[src/rtl/inst_queue_multi.sv]
// Multi-lane instruction queue between fetch and decode.
// Compacts sparse input lanes into a ring, issues branch-aware groups.
module inst_queue_multi #(
    parameter int DATA_W  = 64,
    parameter int IN_W    = 2,
    parameter int OUT_W   = 2,
    parameter int DEPTH   = 16,
    parameter int HOLD_DS = 1
) (
    input  logic                      clk,
    input  logic                      rst,
    input  logic                      flush,
    input  logic [IN_W-1:0]           in_valid,
    input  logic [IN_W*DATA_W-1:0]    in_data,
    input  logic [IN_W-1:0]           in_is_ctrl,
    output logic                      in_ready,
    output logic [OUT_W-1:0]          out_valid,
    output logic [OUT_W*DATA_W-1:0]   out_data,
    output logic [OUT_W-1:0]          out_is_ctrl,
    input  logic                      out_ready,
    output logic [$clog2(DEPTH):0]    count,
    output logic                      pause_req
);

    localparam int AW = $clog2(DEPTH);
    localparam int PW = AW + 1;

    logic [PW-1:0]     headPtr;
    logic [PW-1:0]     tailPtr;
    logic [DATA_W-1:0] dataMem [DEPTH];
    logic [DEPTH-1:0]  ctrlMem;

    logic [PW-1:0]     freeCnt;
    logic [PW-1:0]     pushCnt;
    logic [PW-1:0]     popCnt;
    logic [AW-1:0]     wrIdx [IN_W];
    logic              doPush;
    logic              doPop;

    assign count     = tailPtr - headPtr;
    assign freeCnt   = PW'(DEPTH) - count;
    assign in_ready  = freeCnt >= PW'(IN_W);
    assign pause_req = !in_ready;
    assign doPush    = in_ready && !flush && !rst;
    assign doPop     = out_ready && out_valid[0];

    // Slot of each valid input lane, skipping gaps between valid lanes
    always_comb begin
        pushCnt = '0;
        for (int i = 0; i < IN_W; i++) begin
            wrIdx[i] = tailPtr[AW-1:0] + pushCnt[AW-1:0];
            pushCnt  = pushCnt + PW'(in_valid[i]);
        end
    end

    // Issue group: thermometer valid, control only in lane 0, group
    // closes after the delay slot of a leading control instruction
    always_comb begin
        logic          headCtrl;
        logic          chain;
        logic [AW-1:0] idx;
        out_valid   = '0;
        out_data    = '0;
        out_is_ctrl = '0;
        popCnt      = '0;
        headCtrl    = ctrlMem[headPtr[AW-1:0]];
        chain       = 1'b0;
        for (int k = 0; k < OUT_W; k++) begin
            idx = headPtr[AW-1:0] + AW'(k);
            out_data[k*DATA_W +: DATA_W] = dataMem[idx];
            out_is_ctrl[k] = ctrlMem[idx];
            if (k == 0) begin
                chain = (count != '0)
                     && !((HOLD_DS != 0) && headCtrl
                          && (count < PW'(2)));
            end else begin
                chain = chain
                     && (count > PW'(k))
                     && !ctrlMem[idx]
                     && !((k >= 2) && headCtrl);
            end
            out_valid[k] = chain;
            popCnt = popCnt + PW'(chain);
        end
    end

    // Head/tail pointers; rst and flush void any same-cycle push or pop
    always_ff @(posedge clk) begin
        if (rst || flush) begin
            headPtr <= '0;
            tailPtr <= '0;
        end else begin
            if (doPush) tailPtr <= tailPtr + pushCnt;
            if (doPop)  headPtr <= headPtr + popCnt;
        end
    end

    // Storage writes for accepted lanes; contents need no reset
    always_ff @(posedge clk) begin
        if (doPush) begin
            for (int i = 0; i < IN_W; i++) begin
                if (in_valid[i]) begin
                    dataMem[wrIdx[i]] <= in_data[i*DATA_W +: DATA_W];
                    ctrlMem[wrIdx[i]] <= in_is_ctrl[i];
                end
            end
        end
    end

endmodule

[config.mk]
export PLATFORM = sky130hd
export DESIGN_NAME = inst_queue_multi
export DESIGN_NICKNAME = d
export VERILOG_FILES = /design/src/rtl/inst_queue_multi.sv
export SDC_FILE = /design/constraint.sdc
export NUM_CORES = 2
export LEC_CHECK = 0
export ABC_AREA = 1
export CAP_MARGIN = 10
export CORE_UTILIZATION = 25
export CTS_BUF_LIST = sky130_fd_sc_hd__clkbuf_4 sky130_fd_sc_hd__clkbuf_8 sky130_fd_sc_hd__clkbuf_16
export CTS_CLUSTER_DIAMETER = 150
export DETAILED_ROUTE_END_ITERATION = 10
export PLACE_DENSITY_LB_ADDON = 0.3
export SYNTH_ARGS = -nofsm -noshare
export SYNTH_HDL_FRONTEND = slang
export SYNTH_SLANG_ARGS = --single-unit
[constraint.sdc]
create_clock -name clk -period 12.9 [get_ports clk]
set_input_delay 1.935 -clock clk [delete_from_list [all_inputs] [get_ports clk]]
set_output_delay 1.935 -clock clk [all_outputs]
set_load 0.05 [all_outputs]
After elaboration in Yosys (flattened, before gate mapping). Memories as Yosys holds them, arrays and structs flattened. A register that Yosys moved wholly into a read port is not among the register bits. Index checks and enable logic that the tools add are counted.

Memories kept: 1. Output and inout port bits: 139. Word-level logic and storage cells: 58. Input port bits: 136. Bits in writable memories: 1024. Bits in registers: 26.

Multiplexer cells: 21. Reductions and logical operators: 16. $add $sub $neg: 8. $lt $le $gt $ge: 9.

Memory list: dataMem (depth 16, bits a word 64, rd ports 2, clocked after memory_dff 1, write ports 2, RTL line 30) `logic [DATA_W-1:0] dataMem [DEPTH];`.

Operator list (count): 2-to-1 mux 16 bit (3); bitwise mux 16 bit (2); less-than comparator 4 x 5 -> 1 bit (second input constant) (4); adder 5 x 2 -> 5 bit (2); 2-to-1 mux 1 bit (10); logical AND 1 bit (9); binary-select mux 1 bit (select 4 bit) (2); demux 1 bit (select 4 bit) (2); greater-or-equal comparator 4 x 1 -> 1 bit (second input constant) (2); 2-to-1 mux 4 bit (2); greater-or-equal comparator 5 x 2 -> 1 bit (second input constant) (1); > comparator 5 x 1 -> 1 bit (second input constant) (1); logical NOT 1 bit (5); less-than comparator 5 x 2 -> 1 bit (second input constant) (1); nonzero test 5 bit (1); subtractor 5 bit (1); subtractor 5 bit (first input constant) (1); adder 1 x 1 -> 2 bit (2); adder 4 x 1 -> 4 bit (1); adder 4 x 1 -> 4 bit (second input constant) (1); logical OR 1 bit (1).

Depth between registers and ports, before layout.
Depth after elaboration: 11. Mapped depth: 22. Mapped depth without buffers: 19.

Least setup slack after synthesis. No wires, ideal clock.

Path kind: register to register. Start: register headPtr[1]. End: memory dataMem[10][0] (enable). Arrival: 7926 ps. Data required time: 12325 ps. Slack: 4400 ps. Clock period less this slack: 8500 ps. Library setup time: 575 ps. Path buffers: 2. Cell stages (with the launch flop): 17. Path through: dfxtp_1 inv_1 fa_1 inv_1 ha_1 inv_1 nor3_1 ha_1 nand2_1 nor2_2 nand3_2 nand2_2 inv_2 buf_6 buf_6 nand2_1 o21ai_0.

RTL lines: start, declared (RTL line 28) `logic [PW-1:0] headPtr;`; start signal, assigned (RTL line 94) `if (doPop) headPtr <= headPtr + popCnt;`; end, declared (RTL line 30).

Worst setup path after layout.
Start: register headPtr[0]. End: output out_valid[1].

Word-level cells in the longest chain between the ends: 7. Elaborated cells on any way between the ends: 15. Classes of those cells: add/sub: 2; order compare: 2; mux: 4; reduce/logical: 7.

RTL lines: subtractor 5 bit / binary-select mux 1 bit (select 4 bit) (equally long branches); less-than comparator 5 x 2 -> 1 bit / 2-to-1 mux 1 bit (equally long branches); logical AND 1 bit (RTL line 75) `&& (count < PW'(2)));`; logical NOT 1 bit (RTL line 74) `&& !((HOLD_DS != 0) && headCtrl`; logical AND 1 bit (RTL line 74); logical AND 1 bit (RTL line 78) `&& (count > PW'(k))`; logical AND 1 bit (*) (RTL line 79) `&& !ctrlMem[idx]`; end, declared (RTL line 17) `output logic [OUT_W-1:0] out_valid,`.

Mark *: on every way between the ends. The rest lies on a longest branch, timed or not. The select of a mux whose other input is x is not followed.

==> out/results.ini <==
[run_status]
outcome = completed

[die]
rows = 182
io_pins = 275
die_x_um = 499
fp.coreArea_mm2 = 0.246
dieArea_mm2 = 0.249
start_util_pct = 25.1
die_h_um = 499

[sta]
tightest_slew_ns = 1.26
hold_viol = 0
setup_viol = 0
relSlewSlack_pct = 16.2
min_period_ns = 9.01
clock_skew_ns = 0.0345
rsz0062_at_grt = no
max_freq_ghz = 0.111
period_share_pct = 69.8
finalSetupTns_ns = 0
slew_violations = 0

[placement]
dp_hpwl_um = 142000
port_buffers = 274
dp_cells = 10200
gp_congestion = 0.852

[layout]
fillers = 25700
drive_gt1_share_pct = 5.05
multi_input_area_mm2 = 0.0264
regArea_mm2 = 0.0315
stdcell_count = 10400
area_delta_synth_final_pct = 12.7
nets = 7270

[drt]
vias = 57800
drtIter0Drc = 7767
drt-wirelength-per-cell_um = 25.3
final_antenna_net_count = 0
drc = 0
first_pass_iters = 9
avgViaCountPerCell = 5.54
totalWireLength_um = 264000

[worst_setup_path]
cp-end-kind = primary output
r2r-start = headPtr[0]
required_ns = 10.97
crit_type = flip-flop to primary output
startpoint = headPtr[0]
crit_path_max_fanout = 212
critPathLaunchType = flip-flop
cp_common_cell = nand3_1
arrival_ns = 7.07
crit_chain = buf_12 > ha_4 > inv_8 > buf_4 > a21oi_1 > o21ai_0 > nand3_1 > nand3_1 > nand2_1 > nor3_1 > clkdlybuf4s50_1
critPathSlowestCell = clkdlybuf4s50_1
critPathMaxStageDelay_ns = 0.97

[power]
power_density_mw_per_mm2 = 239
ir_worst_vdd_v = 0.000270
leakage_nw = 25.2
design_power_total_mw = 16.7

[logic_synthesis]
syn_nets = 7651
yosysUniqueCellTypes = 38
synthArstFlopShare_pct = 0
synth-edff-count = 1040
synth.avg_cell_area_um2 = 8.25
syn_inst = 7499
synth_ff_type = edfxtp_1
synth_area_mm2 = 0.0618
ys_seq_elements = 1054
yosysWarnings = 0
ys_seq_area_share_pct = 50.9

[global_route]
grt_max_degree = 237
grt_overflow_total = 0
grt_pass1_wl_um = 378000
track_usage_pct = 20.3
grt_antenna_before_repair = 14
first_global_vias = 54400

[cts]
cts_buffers = 113
cts_tree = yes
ctsResizeCount = 0
post_cts_buffers = 0
clock_sinks = 1054
clock-root-buffer = clkbuf_16
htreeDepth = 3
clock_tree.buffer_depth = 3
hold_buffers = 0
clk_pin_slew_ns = 0.06
insertion_delay_ns = 0.79

[min_path]
hp-start = headPtr[4]
hold_path.class = flip-flop to flip-flop

[job]
drv_cap = 0

==> critical path: cells and delay by family, from the launching register on <==
kind                     cells  cell delay, ns
buffers and inverters        4            3.51
flip-flops                   1            0.95
AND/OR/NAND/NOR              4            0.70
adder cells (fa/ha/maj)      1            0.62
AO/OA/AOI/OAI                2            0.20
==> path summary, 6_finish.rpt <==
kind         slack [ns]         endpoint  cells past startpoint
min reg2reg        0.49       headPtr[4]                      2
min                0.49       headPtr[4]                      2
max                3.89     out_valid[1]                     11
max reg2reg        5.25  dataMem[13][21]                     18
==> per-stage QoR <==
| step | hold WS [ns] | util, % | cell area, um2 | worst slack (ns) |
|---|---|---|---|---|
| floorplan | 0.454 | - | 61800 | 4.40 |
| global placement | 0.475 | 26.9 | 66100 | 4.83 |
| detailed placement | 0.479 | 26.9 | 66100 | 4.83 |
| CTS | 0.489 | 28.3 | 69700 | 3.98 |
| global route | 0.522 | 28.3 | 69700 | 3.64 |
| finish | 0.487 | 28.4 | 69700 | 3.89 |
==> kinds of logic after synthesis <==
| group | Yosys count | synth area share, % |
|---|---|---|
| buffers and inverters | 1026 | 6.89 |
| muxes | 12 | 0.216 |
| AOI/OAI and AO/OA | 2839 | 25.7 |
| and+or+nand+nor | 2542 | 15.7 |
| DFF | 1054 | 50.9 |
| adders and majority gates | 16 | 0.360 |
| xor gates and xnor gates | 10 | 0.154 |
==> cell usage after synthesis, drive strengths merged, types with 8 or more instances <==
master  instances  area, um2
o211ai         49        368
a21oi          95        475
nor2         1120       4210
nand2        1291       4860
clkbuf        599       2250
o221ai        330       2890
inv           174        653
o22ai         150        938
buf           251       1350
mux2           11        124
nand3         123        621
o21ai        2212      11200
ha             13        163
edfxtp       1040      31200
xor2            8       77.6
dfxtp          14        280
==> state kept, by name, summed over array words and instances, names as in the netlist, named ones only <==
signal / flops
ctrlMem: 16
dataMem: 1024
headPtr: 5
tailPtr: 5
==> layout make-up <==
class                           instances  share of cell area, %
Antenna cell                            4                 0.0144
Clock buffer                          145                   4.40
Clock inverter                         61                  0.860
Inverter                              176                   1.02
Multi-Input combinational cell       5419                   37.8
Sequential cell                      1054                   45.2
Tap cell                             3220                   5.78
Timing Repair Buffer                  354                   4.87
==> routing by layer <==
layer | up-vias | part of all wire (%) | GRT usage (%)
li1 | 25800 | - | -
met1 | 27900 | 40 | 26.7
met2 | 3607 | 46 | 33.0
met3 | 557 | 10 | 3.58
met4 | 8 | 3.8 | 7.60
met5 | - | 0.019 | 0
==> cells in the final DEF, fill, tap and decap left out, types with 4 or more instances in the layout <==
cell type | netlist | routed
a21oi_1 | 95 | 94
buf_12 | 1 | 4
buf_4 | 18 | 76
bufinv_16 | 0 | 9
clkbuf_16 | 0 | 113
clkbuf_4 | 0 | 32
clkdlybuf4s50_1 | 0 | 274
clkinv_1 | 2 | 23
clkinv_2 | 0 | 21
dfxtp_1 | 14 | 9
dfxtp_4 | 0 | 5
diode_2 | 0 | 4
edfxtp_1 | 1040 | 1040
ha_1 | 13 | 12
inv_1 | 168 | 165
inv_8 | 0 | 6
mux2_2 | 11 | 11
nand2_1 | 1288 | 1267
nand2_4 | 1 | 21
nand3_1 | 122 | 122
nor2_1 | 1119 | 1119
o211ai_1 | 49 | 49
o21ai_0 | 2147 | 2138
o21ai_1 | 31 | 31
o21ai_2 | 34 | 34
o21ai_4 | 0 | 9
o221ai_1 | 330 | 330
o22ai_1 | 150 | 150
xor2_1 | 7 | 6
==> power by group <==
group	internal (mW)	switching (mW)	total [mW]	leakage, nW
Sequential	3.98	0.155	4.14	9.49
Combinational	2.38	6.77	9.15	13.8
Clock	1.86	1.51	3.37	1.84
Note: power is estimated with default switching activity, not from simulation.
